<file path="config.mk">
export PLATFORM = sky130hd
export DESIGN_NAME = jc2_seq
export DESIGN_NICKNAME = d
export VERILOG_FILES = /design/src/rtl/jc2_seq.sv
export SDC_FILE = /design/constraint.sdc
export NUM_CORES = 1
export LEC_CHECK = 0
export BUFFER_PORTS_ARGS = -buffer_cell sky130_fd_sc_hd__buf_2
export CORE_AREA = 2 2 53 55
export DETAILED_ROUTE_END_ITERATION = 10
export DIE_AREA = 0 0 55 57
export GPL_TIMING_DRIVEN = 1
export SLEW_MARGIN = 5
export SYNTH_ARGS = -nofsm -noshare
export SYNTH_HDL_FRONTEND = slang
export SYNTH_SLANG_ARGS = --single-unit
</file>
<file path="constraint.sdc">
create_clock -name clk -period 1.6 [get_ports clk]
set_input_delay 0.08 -clock clk [delete_from_list [all_inputs] [get_ports clk]]
set_output_delay 0.08 -clock clk [all_outputs]
set_load 0.02 [all_outputs]
</file>
<file path="src/rtl/jc2_seq.sv">
// rtl/jc2_seq.sv - run-length sequencer and round-robin arbiter for a bidirectional Johnson counter
//
// Ports:
//   clk, reset          clock; synchronous active-high reset
//   l_req, l_steps      left client request level and run length (sampled on grant)
//   l_ack               one-cycle pulse when the left request is granted
//   r_req, r_steps      right client request level and run length (sampled on grant)
//   r_ack               one-cycle pulse when the right request is granted
//   goLeft, goRight     counter shift enables, high for exactly `steps` cycles
//   stop                counter hold, high whenever neither go output is high
//   busy                high while a run or its trailing stop gap is in progress
//   done                one-cycle pulse at the end of every granted run
//   last_dir            direction of the most recent grant (1 = left)
module jc2_seq #(
  parameter int STEP_W     = 4,
  parameter int GAP_CYCLES = 1
) (
  input  logic              clk,
  input  logic              reset,
  input  logic              l_req,
  input  logic [STEP_W-1:0] l_steps,
  output logic              l_ack,
  input  logic              r_req,
  input  logic [STEP_W-1:0] r_steps,
  output logic              r_ack,
  output logic              goLeft,
  output logic              goRight,
  output logic              stop,
  output logic              busy,
  output logic              done,
  output logic              last_dir
);

  // Gap counter holds up to GAP_CYCLES (zero-length runs spend one extra cycle).
  localparam int GW = $clog2(GAP_CYCLES + 2);
  localparam logic [GW-1:0] GAP_LAST = GW'(GAP_CYCLES - 1);
  localparam logic [GW-1:0] GAP_FULL = GW'(GAP_CYCLES);

  typedef enum logic [1:0] {
    S_IDLE = 2'd0,
    S_RUN  = 2'd1,
    S_GAP  = 2'd2
  } state_t;

  state_t            state_q, state_d;
  logic [STEP_W-1:0] cnt_q, cnt_d;
  logic [GW-1:0]     gcnt_q, gcnt_d;
  logic              done_pend_q, done_pend_d;
  logic              go_left_q, go_left_d;
  logic              go_right_q, go_right_d;
  logic              stop_q, stop_d;
  logic              busy_q, busy_d;
  logic              done_q, done_d;
  logic              l_ack_q, l_ack_d;
  logic              r_ack_q, r_ack_d;
  logic              last_dir_q, last_dir_d;

  logic              grant_l, grant_r;
  logic [STEP_W-1:0] sel_steps;

  // On a tie the direction opposite to the previous grant wins.
  assign grant_l   = l_req & (~r_req | ~last_dir_q);
  assign grant_r   = r_req & (~l_req | last_dir_q);
  assign sel_steps = grant_l ? l_steps : r_steps;

  always_comb begin
    state_d     = state_q;
    cnt_d       = cnt_q;
    gcnt_d      = gcnt_q;
    done_pend_d = done_pend_q;
    go_left_d   = go_left_q;
    go_right_d  = go_right_q;
    stop_d      = stop_q;
    busy_d      = busy_q;
    done_d      = 1'b0;
    l_ack_d     = 1'b0;
    r_ack_d     = 1'b0;
    last_dir_d  = last_dir_q;

    case (state_q)
      S_IDLE: begin
        go_left_d  = 1'b0;
        go_right_d = 1'b0;
        stop_d     = 1'b1;
        busy_d     = 1'b0;
        if (grant_l || grant_r) begin
          l_ack_d    = grant_l;
          r_ack_d    = grant_r;
          last_dir_d = grant_l;
          cnt_d      = sel_steps;
          busy_d     = 1'b1;
          if (sel_steps != '0) begin
            state_d    = S_RUN;
            go_left_d  = grant_l;
            go_right_d = grant_r;
            stop_d     = 1'b0;
          end else begin
            // The ack cycle counts as an extra gap cycle so done lands after it.
            state_d     = S_GAP;
            gcnt_d      = GAP_FULL;
            done_pend_d = 1'b1;
          end
        end
      end

      S_RUN: begin
        cnt_d = cnt_q - 1'b1;
        if (cnt_q == STEP_W'(1)) begin
          state_d    = S_GAP;
          go_left_d  = 1'b0;
          go_right_d = 1'b0;
          stop_d     = 1'b1;
          done_d     = 1'b1;
          gcnt_d     = GAP_LAST;
        end
      end

      S_GAP: begin
        done_d      = done_pend_q;
        done_pend_d = 1'b0;
        if (gcnt_q == '0) begin
          state_d = S_IDLE;
          busy_d  = 1'b0;
        end else begin
          gcnt_d = gcnt_q - 1'b1;
        end
      end

      default: begin
        state_d    = S_IDLE;
        go_left_d  = 1'b0;
        go_right_d = 1'b0;
        stop_d     = 1'b1;
        busy_d     = 1'b0;
      end
    endcase
  end

  always_ff @(posedge clk) begin
    if (reset) begin
      state_q     <= S_IDLE;
      cnt_q       <= '0;
      gcnt_q      <= '0;
      done_pend_q <= 1'b0;
      go_left_q   <= 1'b0;
      go_right_q  <= 1'b0;
      stop_q      <= 1'b1;
      busy_q      <= 1'b0;
      done_q      <= 1'b0;
      l_ack_q     <= 1'b0;
      r_ack_q     <= 1'b0;
      last_dir_q  <= 1'b0;
    end else begin
      state_q     <= state_d;
      cnt_q       <= cnt_d;
      gcnt_q      <= gcnt_d;
      done_pend_q <= done_pend_d;
      go_left_q   <= go_left_d;
      go_right_q  <= go_right_d;
      stop_q      <= stop_d;
      busy_q      <= busy_d;
      done_q      <= done_d;
      l_ack_q     <= l_ack_d;
      r_ack_q     <= r_ack_d;
      last_dir_q  <= last_dir_d;
    end
  end

  assign goLeft   = go_left_q;
  assign goRight  = go_right_q;
  assign stop     = stop_q;
  assign busy     = busy_q;
  assign done     = done_q;
  assign l_ack    = l_ack_q;
  assign r_ack    = r_ack_q;
  assign last_dir = last_dir_q;

endmodule

</file>
Yosys cells after proc, flatten, opt, wreduce, memory -nomap -nowiden --
Cells that the tools add are included.
Word-level totals: flip-flop bits (word level) 17, input port bits 12, output and inout port bits 8, word-level logic and storage cells 80
Operators by class: add/subtract/negate cells 2, equal/unequal tests 8, mux-type cells 32, bitwise gates (word level) 11, reduce and logical (&&, ||, !) cells 15
Operators with widths (number):
- 2-bit 2-to-1 mux | 8
- 1-bit 2-to-1 mux | 13
- 1-bit case mux with 3 select lines | 4
- 2-bit case mux with 3 select lines | 2
- 2-bit != test, second input constant | 5
- 4-bit 2-to-1 mux | 2
- 4-bit case mux with 2 select lines | 1
- 2-bit AND reduction | 4
- 1-bit NOT | 7
- 3-bit AND reduction | 2
- 5-bit AND reduction | 1
- 4-bit by 1-bit == test with 1-bit output, second input constant | 1
- 2-bit zero test | 2
- 1-bit case mux with 2 select lines | 2
- 2-bit nonzero test | 2
- 4-bit nonzero test | 1
- 4-bit by 1-bit subtractor with 4-bit output, second input constant | 1
- 3-bit nonzero test | 1
- 3-bit OR reduction | 1
- 1-bit bitwise AND | 2
- 2-bit by 1-bit == test with 1-bit output, second input constant | 1
- 2-bit == test, second input constant | 1
- 1-bit OR | 2
- 2-bit by 1-bit subtractor with 2-bit output, second input constant | 1
- 1-bit logical OR | 1

Longest topological paths before layout --
Gate-level depths: netlist of run 1.
word-level depth 8, gate-level depth with buffers 7, mapped depth without buffers 6

Worst setup path after synthesis of run 1 --
Ideal clock, no wire load.
kind reg2reg, start reg cnt_q[0], end reg gcnt_q[0], arrival 1.701 ns, path slack -0.219 ns, stages on the path, launching flop included 6, path buffers 0, clock period less this slack 1.819 ns, path through dfxtp_1 ha_1 or3b_1 a221o_1 a221o_1 a32o_1
Between the ends: word-level cells in the longest chain between the ends 3
RTL lines:
- start, declared | RTL line 46 | logic [STEP_W-1:0] cnt_q, cnt_d;
- start signal, assigned | RTL line 155 | cnt_q <= cnt_d;
- 4-bit by 1-bit == test with 1-bit output | RTL line 108 | if (cnt_q == STEP_W'(1)) begin
- 2-bit != test (no source line)
- 5-bit AND reduction (no source line)
- end signal, assigned | RTL line 156 | gcnt_q <= gcnt_d;
- end, declared | RTL line 47 | logic [GW-1:0] gcnt_q, gcnt_d;
Every way passes these cells. A chain may end at the register's enable or synchronous reset.

Worst setup path in the final report of run 1 --
start reg cnt_q[1], end reg gcnt_q[0]
Same word-level chain as after synthesis.

==> impl_results.md, run 1 <==
- Worst slew pin tran: 0.359 ns
- Setup Skew: 0.00688 ns
- Clock share of power: 9.2%
- Psw: 1.06 mW
- Residual DRC: 0
- Initial antenna violation count: 0
- Detailed placer's ending HPWL: 1920 um
- Final worst-path cycle share: 115%
- EDFF count, synth: 0
- Gate power share: 66.0%
- WP data arrival: 2.02 ns
- Max stage delay on crit path: 0.37 ns
- Rows: 19
- Worst reg-to-reg setup slack: -0.23 ns
- Post-CTS Hold Buffers: 0
- H-tree Lvls: 1
- Layout area overhead: 43.5%
- Cells after Synth: 113
- Iter 0 DRT Violations: 27
- Crit path cell chain: inv_2, ha_4, or3b_4, a221o_1, a221o_1, a32o_1
- Final Setup Violations: 5
- First-pass GRT wire length: 4180 um
- Ys Warns: 0
- Synth cell types: 38
- #FFs+latches synth: 17
- Total of max-cap violations: 0
- CTS Buf Count: 3
- Status: finished with violations
- Pre-CTS setup slack: -0.250 ns
- Worst Setup EP: gcnt_q[0]
- Register area: 345 um2
- Min Tclk post-route: 1.83 ns
- Util after Layout: 53.2%
- Max IR drop VDD: 1.12 mV
- Critical Path End Type: register
- Most used routing layer: met2
- Fill count: 249
- Switch share: 40.4%
- Congestion Overflow GR: 0
- Crit path kind: register to register
- Hold Crit Class: primary input to register
- Worst reg2reg startpoint: cnt_q[1]
- Synth area leaders: dfxtp_1 (35%), ha_1 (7.8%), a21oi_1 (4.7%), inv_1 (4.7%), mux2i_1 (4.1%)
- Seq pwr share: 24.9%
- Ant. Diodes: 0
- Non-filler cells, final: 191
- Die Span Y: 57 um
- Final hold vios: 0
- Routed len/inst: 13.8 um
- Worst EP required: 1.79 ns
- Clock Path Buffers: 2
- Post-route worst setup slack: -0.233 ns
- I/O pins: 20
- Via/cell ratio: 5.43
- Largest net degree at the start of global routing: 14
- Area fraction of the dominant cell type after synthesis: 35.1%
- Crit-path max FO: 3
- Crit-path most repeated cell: a221o_1
- Final antenna-violating net count: 0
- Final-report max-slew violation count: 0
- Post-synth top flop: dfxtp_1
- Avg Inst Size Synth: 8.57 um2
- Most common cell after layout, fill and taps aside: buf_4
- Die Span X: 55 um
- CTS tree: yes
- Vias in the first global route: 934
- Met3 GRT Util: 3.14%
- RSZ-0062 raised after global routing: true
- GRT Total Usage: 18.0%
- P_leak: 0.610 nW
- Vias: 1038
- Worst skew pair latency: 0.29 ns
- Worst reg2reg path depth: 6
- Layout Nets: 179
- Clk sinks: 17
- DRT Pass-1 Iters: 5
- Register area share after synthesis: 35.1%
- Max-Slew Margin vs Limit: 76.0%
- Async set-reset flop share out of synthesis: 0%
- Failing checks: setup timing
- CP startpoint: cnt_q[1]
- Post-synth top area cell: dfxtp_1
- Syn_nets: 131
- Root Buffer: clkbuf_4
- Maximum clock rate: 545 MHz
- Starting Density: 37.0%
- Cell area after synthesis: 968 um2
- Die ar.: 3140 um2
- Pwr Density: 1890 nW/um2
- R2R Path End: gcnt_q[0]
- CP max-delay cell: or3b_4
- Commonest cells after routing, fill and taps aside: buf_4 (26), buf_2 (19), dfxtp_1 (13)
- M1 GR Usage: 23.1%
- Cell Count Post-Placement: 184
- Clock transition at path regs: 0.11 ns
- Share of cells above drive strength 1: 43.1%
- Multi-input gate area: 633 um2
- Met2 usage: 29.9%
- Routability-driven placement congestion ratio: 0.857
- Final wirelength: 2630 um
- Core region area: 2620 um2
- Internal Power: 1.56 mW
- Port Buffers: 19
- Crit start category: register
- Hold slack: 0.124 ns
## repair_timing
action	CTS	global route
setup endpoints to repair	11	9
resized for setup	14	5
pin swaps	7	4
buffers inserted	0	3
## per-stage QoR
step | power [mW] | TNS (ns) | instance area [um2]
final | 2.62 | -0.483 | 1390
after floorplan | 1.46 | -0.230 | 972
after CTS | 2.47 | -0.397 | 1350
after detailed placement | 2.10 | -1.14 | 1270
after global routing | 2.83 | -0.940 | 1390
after global placement | 2.07 | -0.760 | 1270
## flip-flops by register name, indices dropped and copies added (netlist names)
register / count
done: 1
goRight: 1
last_dir: 1
l_ack: 1
stop: 1
goLeft: 1
cnt_q: 4
done_pend_q: 1
gcnt_q: 2
busy: 1
state_q: 2
r_ack: 1
## worst max-delay path: cells and delay by family (launching register included)
family | cells | cell delay (ns)
DFF | 1 | 0.34
buffers and inverters | 1 | 0.08
and+or+nand+nor | 1 | 0.37
AOI/OAI and AO/OA | 3 | 0.82
adders and majority gates | 1 | 0.12
## cells by family after synthesis
kind of cell             after synthesis  synth area share (%)
buffers and inverters                 15                  5.81
flip-flops                            17                  35.1
AND/OR/NAND/NOR                       38                  22.9
AO/OA/AOI/OAI                         31                  21.6
multiplexers                           6                  6.85
adder cells (fa/ha/maj)                6                  7.75
## power groups by stage
stage	Clock, mW	Combinational (mW)	Sequential (mW)
2_1_floorplan	0	0.755	0.702
3_3_place_gp	0	1.43	0.633
3_5_place_dp	0	1.46	0.640
4_1_cts	0.246	1.57	0.650
5_1_grt	0.265	1.90	0.668
6_report	0.241	1.73	0.652
## synth_stat cells (2+ instances only)
cell and instances:
a211oi_1 2, a21oi_1 9, a221o_1 2, a31oi_1 2, and3_1 3, clkbuf_1 3, dfxtp_1 17, ha_1 6
inv_1 12, mux2i_1 4, nand2_1 5, nand2b_1 4, nand3_1 3, nand4_1 2, nand4b_1 2, nor2_1 6
nor3_1 2, o21ai_0 6, or3_1 4
## routing by layer
| layer | share of wire (%) | up-vias |
|---|---|---|
| li1 | - | 508 |
| met1 | 43 | 482 |
| met2 | 50 | 36 |
| met3 | 3.8 | 12 |
| met4 | 2.6 | 0 |
| met5 | 0 | - |
## layout make-up
type                    instances  share of cell area (%)
inverters                      12                    3.24
flip-flops and latches         17                    24.8
multi-input cells              81                    45.5
repair buffers                 46                    21.7
clock buffers                   4                    1.89
well taps                      31                    2.79
## worst min path at each step
stage | start | endpoint | slack (ns) | depth (start not counted)
floorplan | reset | cnt_q[1] | 0.18 | 1
global placement | reset | l_ack | 0.42 | 2
detailed placement | reset | l_ack | 0.43 | 2
CTS | reset | l_ack | 0.12 | 2
global route | reset | goLeft | 0.14 | 2
finish | reset | goLeft | 0.12 | 2
Note: power is estimated with default switching activity, not from simulation.
==> inputs of run 2 (changes only) <==
--- a/config.mk
+++ b/config.mk
@@ -5,10 +5,10 @@
 export SDC_FILE = /design/constraint.sdc
 export NUM_CORES = 1
 export LEC_CHECK = 0
-export BUFFER_PORTS_ARGS = -buffer_cell sky130_fd_sc_hd__buf_2
 export CORE_AREA = 2 2 53 55
 export DETAILED_ROUTE_END_ITERATION = 10
 export DIE_AREA = 0 0 55 57
+export DONT_BUFFER_PORTS = 1
 export GPL_TIMING_DRIVEN = 1
 export SLEW_MARGIN = 5
 export SYNTH_ARGS = -nofsm -noshare
==> run 2 against run 1 <==
Effect of this change:
- the run still ends with setup timing left
- first-iteration DRC count down 15%
- count of clock-buffer cells in the layout unchanged
- clock skew down 0.0017 ns
- register-to-register slack better by 0.04 ns
- via count down 9.9%
- cell area down 5.9%
- largest cell class unchanged
- highest routed layer unchanged
==> impl_results.md, run 2 (synthesized netlist as in run 1, its figures left out) <==
- Clk sinks: 17
- Root Buffer: clkbuf_4
- Max IR drop VDD: 1.37 mV
- Layout Nets: 161
- Final antenna-violating net count: 0
- Detailed placer's ending HPWL: 1870 um
- Largest net degree at the start of global routing: 12
- Hold Crit Class: primary input to register
- Final-report max-slew violation count: 0
- Switch share: 39.8%
- Non-filler cells, final: 173
- P_leak: 0.545 nW
- Routability-driven placement congestion ratio: 0.879
- Crit path cell chain: inv_2, ha_1, or3b_4, a221o_1, a221o_1, a32o_1
- Max stage delay on crit path: 0.37 ns
- Crit-path max FO: 2
- Congestion Overflow GR: 0
- Min Tclk post-route: 1.80 ns
- Worst skew pair latency: 0.30 ns
- Clock share of power: 9.4%
- DRT Pass-1 Iters: 4
- WP data arrival: 1.99 ns
- Clock Path Buffers: 2
- RSZ-0062 raised after global routing: true
- Initial antenna violation count: 0
- Post-route cell area: 1310 um2
- Crit start category: register
- Psw: 1.03 mW
- Clock transition at path regs: 0.11 ns
- Most common cell after layout, fill and taps aside: buf_4
- GRT Total Usage: 17.4%
- Ant. Diodes: 0
- Starting Density: 37.0%
- CTS tree: yes
- Gate power share: 63.9%
- Final Setup Violations: 4
- Maximum clock rate: 557 MHz
- Vias in the first global route: 889
- Commonest cells after routing, fill and taps aside: buf_4 (25), dfxtp_1 (14), inv_1 (9)
- Die Span X: 55 um
- Layout area overhead: 35.0%
- Status: finished with violations
- Fill count: 257
- Post-route worst setup slack: -0.197 ns
- Max-Slew Margin vs Limit: 68.5%
- Total of max-cap violations: 0
- Share of cells above drive strength 1: 35.2%
- Largest regs: cnt_q: 4 flops, gcnt_q: 2 flops, state_q: 2 flops
- Seq pwr share: 26.6%
- Routed len/inst: 14.1 um
- Cell Count Post-Placement: 165
- Worst EP required: 1.80 ns
- Max reg flops: 4
- Final hold vios: 0
- Rows: 19
- Core region area: 2620 um2
- Failing checks: setup timing
- Via/cell ratio: 5.40
- First-pass GRT wire length: 3970 um
- Final worst-path cycle share: 112%
- Pwr Density: 1980 nW/um2
- Crit path kind: register to register
- I/O pins: 20
- Port Buffers: 0
- Iter 0 DRT Violations: 23
- Top reg by flops: cnt_q
- Die ar.: 3140 um2
- Die Span Y: 57 um
- Cell Area, Placed: 1180 um2
- CP max-delay cell: or3b_4
- Crit-path most repeated cell: a221o_1
- Final wirelength: 2440 um
- Vias: 935
- CTS Buf Count: 3
- H-tree Lvls: 1
- Internal Power: 1.56 mW
- Worst slew pin tran: 0.471 ns
- Critical Path End Type: register
- Residual DRC: 0
- Setup Skew: 0.00517 ns
-- run 2: worst paths after layout --
kind	from	endpoint	slack [ns]	cells past startpoint
worst min-delay path	r_req	last_dir	0.02	3
worst max-delay path	cnt_q[1]	gcnt_q[0]	-0.20	6
worst max register to register	cnt_q[1]	gcnt_q[0]	-0.20	6
worst min register to register	gcnt_q[1]	gcnt_q[1]	0.47	2
-- run 2: timing repair --
action                                  4_1_cts  5_1_grt
resized for setup                            10        9
gates cloned                                  0        0
hold endpoints to repair                     11        0
pin swaps                                     2        4
endpoints found under the setup margin       11       11
buffers inserted                              2        1
hold buffers                                  1        0
-- run 2: through the flow --
step / hold WS [ns] / setup TNS (ns) / utilization (%) / total power [mW] / setup WS [ns]
final: 0.0249 / -0.429 / 50.0 / 2.59 / -0.197
after global routing: 0.0321 / -0.933 / 50.0 / 2.80 / -0.243
after CTS: 0.0106 / -0.342 / 48.5 / 2.48 / -0.198
after detailed placement: 0.147 / -0.998 / 45.1 / 2.07 / -0.231
after global placement: 0.147 / -0.674 / 45.1 / 2.03 / -0.184
after floorplan: 0.182 / -0.230 / - / 1.46 / -0.179
-- run 2: final cells by class --
class	count	area, um2	area share, %
multi-input cells	81	633	48.4
inverters	12	45.0	3.44
clock buffers	4	26.3	2.01
well taps	31	38.8	2.97
repair buffers	28	220	16.8
flip-flops and latches	17	344	26.3
-- run 2: routing by layer --
metal / vias to the layer above / share of wire (%) / GRT usage (%) / wire length, um
met5: - / 0 / 0 / 0
li1: 477 / - / - / -
met3: 4 / 4.1 / 3.40 / 100
met4: 0 / 1.2 / 8.01 / 30
met1: 436 / 45 / 24.2 / 1110
met2: 18 / 49 / 25.7 / 1200
-- run 2: critical path: cells and delay by family (launching register included) --
| kind | cells | cell delay [ns] |
|---|---|---|
| simple gates | 1 | 0.37 |
| compound gates | 3 | 0.82 |
| buf+inv | 1 | 0.05 |
| flops | 1 | 0.34 |
| fa+ha+maj | 1 | 0.12 |
-- run 2: power groups by stage --
stage | clock network [mW] | logic [mW] | registers [mW]
CTS | 0.253 | 1.54 | 0.688
finish | 0.245 | 1.66 | 0.690
floorplan | 0 | 0.755 | 0.702
global route | 0.270 | 1.82 | 0.707
detailed placement | 0 | 1.37 | 0.691
global placement | 0 | 1.34 | 0.687
